$ cat config.mk
export PLATFORM = sky130hd
export DESIGN_NAME = demux_1x4_buf
export DESIGN_NICKNAME = d
export VERILOG_FILES = /design/src/rtl/demux_1x4_buf_pkg.sv /design/src/rtl/demux_1x4_buf_slot.sv /design/src/rtl/demux_1x4_buf.sv
export SDC_FILE = /design/constraint.sdc
export NUM_CORES = 1
export LEC_CHECK = 0
export BUFFER_PORTS_ARGS = -buffer_cell sky130_fd_sc_hd__buf_2
export CORE_ASPECT_RATIO = 2
export CORE_MARGIN = 5
export CORE_UTILIZATION = 48
export CTS_BUF_LIST = sky130_fd_sc_hd__clkbuf_8
export DETAILED_ROUTE_END_ITERATION = 8
export GPL_ROUTABILITY_DRIVEN = 0
export PLACE_DENSITY = 0.86
export SYNTH_ARGS = -nofsm -noshare
export SYNTH_HDL_FRONTEND = slang
export SYNTH_SLANG_ARGS = --single-unit
$ cat constraint.sdc
create_clock -name Clk -period 1.53 [get_ports Clk]
set_input_delay 0.306 -clock Clk [delete_from_list [all_inputs] [get_ports Clk]]
set_output_delay 0.306 -clock Clk [all_outputs]
set_load 0.03 [all_outputs]
$ cat src/rtl/demux_1x4_buf_pkg.sv
// Shared constants for the 1-to-4 buffered demultiplexer and its sibling 4x1 mux.
package demux_1x4_buf_pkg;

   localparam int NUM_CH     = 4;
   localparam int DATA_WIDTH = 32;

   localparam logic [1:0] SEL_CH0 = 2'b00;
   localparam logic [1:0] SEL_CH1 = 2'b01;
   localparam logic [1:0] SEL_CH2 = 2'b10;
   localparam logic [1:0] SEL_CH3 = 2'b11;

endpackage

$ cat src/rtl/demux_1x4_buf_slot.sv
// One-entry holding register with valid/ready handshake for a single output channel.
module demux_slot
   import demux_1x4_buf_pkg::*;
#(
   parameter int WIDTH = DATA_WIDTH
) (
   input  logic             Clk,
   input  logic             Reset,
   input  logic             load,
   input  logic [WIDTH-1:0] d,
   input  logic             ready,
   output logic [WIDTH-1:0] q,
   output logic             valid
);

   // Load wins over drain so a same-cycle drain+load keeps valid high; data is kept after a drain.
   always_ff @(posedge Clk) begin
      if (Reset) begin
         q     <= '0;
         valid <= 1'b0;
      end else if (load) begin
         q     <= d;
         valid <= 1'b1;
      end else if (valid && ready) begin
         valid <= 1'b0;
      end
   end

endmodule

$ cat src/rtl/demux_1x4_buf.sv
// Routes one input word into one of four buffered output channels chosen by S.
module demux_1x4_buf
   import demux_1x4_buf_pkg::*;
#(
   parameter int WIDTH = DATA_WIDTH
) (
   input  logic             Clk,
   input  logic             Reset,
   input  logic [1:0]       S,
   input  logic [WIDTH-1:0] I,
   input  logic             in_valid,
   output logic             in_ready,
   output logic [WIDTH-1:0] Y0,
   output logic [WIDTH-1:0] Y1,
   output logic [WIDTH-1:0] Y2,
   output logic [WIDTH-1:0] Y3,
   output logic [3:0]       out_valid,
   input  logic [3:0]       out_ready
);

   logic [NUM_CH-1:0] sel_dec;
   logic [NUM_CH-1:0] load;
   logic [WIDTH-1:0]  y_arr [NUM_CH];

   // 2-to-4 select decoder.
   always_comb begin
      sel_dec = '0;
      case (S)
         SEL_CH0: sel_dec[0] = 1'b1;
         SEL_CH1: sel_dec[1] = 1'b1;
         SEL_CH2: sel_dec[2] = 1'b1;
         SEL_CH3: sel_dec[3] = 1'b1;
         default: sel_dec = '0;
      endcase
   end

   // Only the selected channel can stall the producer; a draining slot can take a new word.
   always_comb begin
      in_ready = ~Reset & (~out_valid[S] | out_ready[S]);
      load     = sel_dec & {NUM_CH{in_valid & in_ready}};
   end

   for (genvar k = 0; k < NUM_CH; k++) begin : g_slot
      demux_slot #(.WIDTH(WIDTH)) u_slot (
         .Clk   (Clk),
         .Reset (Reset),
         .load  (load[k]),
         .d     (I),
         .ready (out_ready[k]),
         .q     (y_arr[k]),
         .valid (out_valid[k])
      );
   end

   assign Y0 = y_arr[0];
   assign Y1 = y_arr[1];
   assign Y2 = y_arr[2];
   assign Y3 = y_arr[3];

endmodule
### Word-level counts from Yosys, hierarchy flattened

Index checks and enable logic that the tools add are counted.

| storage, ports and cells | value |
|---|---|
| flip-flop bits (word level) | 132 |
| input port bits | 41 |
| output and inout port bits | 133 |

| cells by class | value |
|---|---|
| order comparisons | 1 |
| equal/unequal tests | 3 |
| mux-type cells | 16 |
| bitwise gates (word level) | 6 |
| reduce and logical (&&, ||, !) cells | 9 |

Operator list:

| cell | count |
|---|---|
| 1-bit 2-to-1 mux | 14 |
| 2-bit nonzero test | 4 |
| 4-bit AND | 1 |
| 1-bit binary-select mux with 2-bit select | 2 |
| 2-bit equality test, second input constant | 2 |
| 1-bit logical AND | 4 |
| 2-bit by 3-bit < comparator with 1-bit output, second input constant | 1 |
| 1-bit AND | 2 |
| 2-bit by 1-bit equality test with 1-bit output, second input constant | 1 |
| 2-bit zero test | 1 |
| 1-bit NOT | 2 |
| 1-bit bitwise OR | 1 |

### Logic depth before layout (Yosys ltp)

| logic depth | value |
|---|---|
| depth in word-level cells | 8 |
| depth in mapped cells | 6 |
| gate-level depth less buffers | 3 |

### Modules after synthesis

A second synthesis with hierarchy kept.

| unflattened totals | value |
|---|---|
| cell total of the unflattened synthesis | 450 |
| area total of the unflattened synthesis | 4931.0 sq um |

Modules (own cells, without submodules):

| module | times used | cells each | area an instance (sq um) | seq. area each (sq um) |
|---|---|---|---|---|
| demux_slot | 4 | 108 | 1204.9 | 660.6 |
| demux_1x4_buf | 1 | 18 | 111.4 | 0.0 |

### Worst setup path before layout

Ideal clock, no wire load.

| timing | value |
|---|---|
| path type | reg2out |
| start | register g_slot[3].u_slot.valid |
| end | output port in_ready |
| arrival time | 1.421 ns |
| setup slack | -0.197 ns |
| cell stages (with the launch flop) | 5 |
| cells stage by stage | dfxtp_1 > nor2b_1 > clkbuf_1 > mux4_2 > nor2_1 |

| on the way | value |
|---|---|
| word-level cells in the longest chain between the ends | 5 |

Ends and longest elaborated chain:

| what | RTL line | source |
|---|---|---|
| start: declaration | demux_1x4_buf_slot.sv:13 | `output logic valid` |
| start signal: assignment | demux_1x4_buf_slot.sv:20 | `valid <= 1'b0;` |
| start signal: assignment | demux_1x4_buf_slot.sv:23 | `valid <= 1'b1;` |
| start signal: assignment | demux_1x4_buf_slot.sv:25 | `valid <= 1'b0;` |
| 1-bit binary-select mux with 2-bit select | demux_1x4_buf.sv:39 | `in_ready = ~Reset & (~out_valid[S] \| out_ready[S]);` |
| 1-bit 2-to-1 mux (not written as such) | demux_1x4_buf.sv:39 |  |
| 1-bit NOT | demux_1x4_buf.sv:39 |  |
| 1-bit bitwise OR | demux_1x4_buf.sv:39 |  |
| 1-bit AND | demux_1x4_buf.sv:39 |  |
| end: declaration | demux_1x4_buf.sv:12 | `output logic in_ready,` |

Every way passes these cells. The select of a mux whose other input is x is not followed.

### Worst setup path after layout

| timing | value |
|---|---|
| start | register g_slot[0].u_slot.valid |
| end | output port in_ready |

| on the way | value |
|---|---|
| word-level cells in the longest chain between the ends | 5 |

Ends and longest elaborated chain:

| what | RTL line |
|---|---|
| start: declaration | demux_1x4_buf_slot.sv:13 |
| start signal: assignment | demux_1x4_buf_slot.sv:20 |
| start signal: assignment | demux_1x4_buf_slot.sv:23 |
| start signal: assignment | demux_1x4_buf_slot.sv:25 |
| 1-bit binary-select mux with 2-bit select | demux_1x4_buf.sv:39 |
| 1-bit 2-to-1 mux (not written as such) | demux_1x4_buf.sv:39 |
| 1-bit NOT | demux_1x4_buf.sv:39 |
| 1-bit bitwise OR | demux_1x4_buf.sv:39 |
| 1-bit AND | demux_1x4_buf.sv:39 |

Every way passes these cells. The select of a mux whose other input is x is not followed.

==> qor.csv <==
stage;metric;value;unit
layout;final-stage net count;810;
worst_hold_path;Hold Path Cell Cnt;3;
detailed_routing;Avg Vias per Cell;6.66;
timing;Hold Vio Cnt, Final;0;
cts;CTS tree;built;
pwr;worst IR drop on VDD;0.598;mV
cts;TritonCTS buffer count;17;
placed_design;DP Area;6730;sq um
yosys;Synth Net Count;686;
global_route;GRT overflow;0;
timing;Final setup viols;1;
worst_setup_path;CP bufs+invs;1;
worst_setup_path;Worst path slowest cell;mux4_2;
yosys;Netlist Area Pre-Place;5710;sq um
detailed_routing;routed length per instance;21.5;um
worst_setup_path;CP peak stage delay;0.48;ns
timing;setup_tns;-0.377;ns
worst_hold_path;WHS Endpoint;g_slot[0].u_slot.q[25];
timing;Final min period;1.91;ns
global_route;antenna violations before repair;0;
worst_hold_path;Hold Path Class;input pin to register;
worst_setup_path;flop-to-flop setup slack;0.21;ns
timing;Final Cycle Share;125;%
detailed_routing;DR pass1 iterations;5;
global_route;vias in the first global route;5818;
outcome;status;finished with violations;
cts;total clock sinks;132;
layout;layout cells sized above 1;32.7;%
detailed_routing;Final Routed Wirelength;19900;um
yosys;synthesized instance count;645;
detailed_routing;ANT nets after route;0;
timing;RSZ-0062 raised after global routing;yes;
cts;clk buf depth;2;
pwr;PwrDens;1050;nW/um^2
worst_setup_path;CP top delay family;multiplexers;
layout;fin area;7150;sq um
die;die height;164;um
run;Max Cap Violations;0;
placed_design;Post-Place Cells;895;
global_route;total track usage;26.9;%
timing;Setup Skew;0.00823;ns
timing;Slew Limit Fails;0;
die;# IOs;174;
timing;worst slew pin tran;0.442;ns
yosys;top cell type's share of synthesized area;46.3;%
detailed_routing;remaining routing DRC violations;0;
timing;worst rel slew slack;70.5;%
yosys;Synth area leader;dfxtp_1;
cts;Hold-fix buffers, CTS;0;
outcome;failing checks;setup timing;
placed_design;PortBufs;173;
layout;Core Util, Final;61.1;%
die;starting density of the core;48.8;%
global_route;largest net degree at the start of global routing;65;
worst_setup_path;reg2reg end;g_slot[1].u_slot.q[15];
detailed_routing;via count;6159;
layout;area delta synth->final;25.1;%
worst_setup_path;Critical Path Start;g_slot[0].u_slot.valid;
yosys;Ys Warns;0;
worst_setup_path;CP cell instances;nor2b_4, mux4_2, nor2_4, buf_6;
worst_setup_path;CP Max Fanout;2;
cts;Clock Pin Slew Worst Setup and Hold Paths;0.07;ns
die;Die Span X;87.1;um
pwr;P_leak;3.14;nW
pwr;total power;7.50;mW
timing;FMAX;524;MHz
layout;n_diodes;0;
worst_setup_path;crit path DAT;1.60;ns
die;num rows;56;
detailed_routing;number of DRC markers in iteration 0;498;
die;CORE AREA;11700;sq um
yosys;mean post-synth cell area;8.86;sq um
placed_design;post-DP HPWL;13000;um
worst_setup_path;FF-to-FF path depth;4;
cts;root buf cell;clkbuf_8;
yosys;#FFs+latches synth;132;
die;die area;14300;sq um
worst_setup_path;Worst EP required;1.22;ns
worst_setup_path;Crit Reg-Reg Startpoint;g_slot[1].u_slot.valid;
layout;final std cells w/o fill;925;
worst_hold_path;hold_sp;I[25];
yosys;Unique masters post-synth;24;
timing;worst setup margin;-0.377;ns
global_route;first-pass GRT wire length;30300;um
cts;clk_lat worst skew;0.43;ns
cts;H-tree levels;4;
worst_setup_path;CP endpoint kind;output pin;
worst_setup_path;WS Path Type;register to output pin;
yosys;Area contributors post-synth;dfxtp_1, nand4_1, o31ai_1, a21oi_1, o311ai_0;
worst_setup_path;crit path launch type;register;
yosys;Seq/Total Area, Yosys;46.3;%
-- registers in the layout, indices dropped and copies added, names as in the netlist --
signal               flops
g_slot.u_slot.valid      4
g_slot.u_slot.q        128
-- layout by cell type (no fill, tap or decap), types with 3 or more instances in the layout --
cell,instances
buf_2,171
nor2b_4,4
clkbuf_8,18
o31ai_1,64
dfxtp_1,128
a21oi_1,68
nand2_1,64
o311ai_0,36
nand2b_1,4
buf_12,12
buf_4,26
nand4_1,128
clkinv_2,4
nand3b_1,3
o311ai_1,26
dfxtp_2,4
bufinv_16,3
-- worst min-delay path, delay by kind of cell --
family / cells / cell delay (ns)
and+or+nand+nor: 2 / 0.11
buffers and inverters: 1 / 0.12
-- layer usage --
layer | wire (um) | vias to the layer above | global-route usage [%]
met5 | 0 | - | 0
met4 | 1100 | 0 | 17.4
met3 | 1580 | 70 | 5.27
met2 | 10000 | 387 | 44.0
met1 | 7170 | 2934 | 31.3
li1 | - | 2768 | -
-- report_power, final --
part | leakage, nW | internal [mW] | total, mW | switching (mW)
logic | 1.87 | 0.278 | 0.978 | 0.700
registers | 1.07 | 3.54 | 3.59 | 0.0569
clock network | 0.203 | 1.61 | 2.93 | 1.32
total | 3.14 | 5.43 | 7.50 | 2.08
-- per-stage QoR --
| step | setup slack, ns | hold WS (ns) |
|---|---|---|
| 2_1_floorplan | -0.00968 | 0.443 |
| 3_3_place_gp | -0.122 | 0.447 |
| 3_5_place_dp | -0.122 | 0.453 |
| 4_1_cts | -0.423 | 0.130 |
| 5_1_grt | -0.425 | 0.139 |
| 6_report | -0.377 | 0.155 |
-- worst max path at each step --
stage | endpoint | cells past startpoint
after floorplan | in_ready | 4
after global placement | g_slot[0].u_slot.q[1] | 5
after detailed placement | g_slot[0].u_slot.q[0] | 5
after CTS | in_ready | 4
after global routing | in_ready | 4
final | in_ready | 4
-- final cells by class --
type,instances,area [sq um]
sequential,132,2650
fill,1036,4560
clock inverter,12,141
tap,145,181
timing repair buffer,210,1300
multi-input combinational,406,2620
clock buffer,18,248
inverter,2,10.0
-- synthesized netlist by cell type --
cell type / instances
buf_2: 18
buf_1: 6
and3b_1: 1
mux4_2: 1
nor2b_1: 4
dfxtp_1: 132
or3b_1: 1
clkinv_1: 1
o311ai_2: 2
nand4_1: 128
nand3_1: 2
nand2b_1: 4
nand3b_1: 3
inv_1: 1
nor2_1: 1
buf_4: 4
o311ai_0: 36
o31ai_1: 64
o311ai_1: 26
buf_6: 8
nor3b_1: 1
a21oi_1: 68
nand2_1: 64
clkbuf_1: 69
-- cell families (layout without fill, tap and decap cells) --
kind of cell | Yosys count | after routing | synth area share [%]
multiplexers | 1 | 1 | 0.394
flip-flops | 132 | 132 | 46.3
AO/OA/AOI/OAI | 196 | 196 | 24.4
buffers and inverters | 107 | 242 | 8.74
AND/OR/NAND/NOR | 209 | 209 | 20.2
-- repair_timing --
| item | CTS | global route |
|---|---|---|
| setup endpoints to repair | 1 | 1 |
| resized for setup | 10 | 0 |
| pin swaps | 1 | 1 |
| setup buffers | 0 | 0 |
No activity file was read; power rests on OpenSTA's default activity.
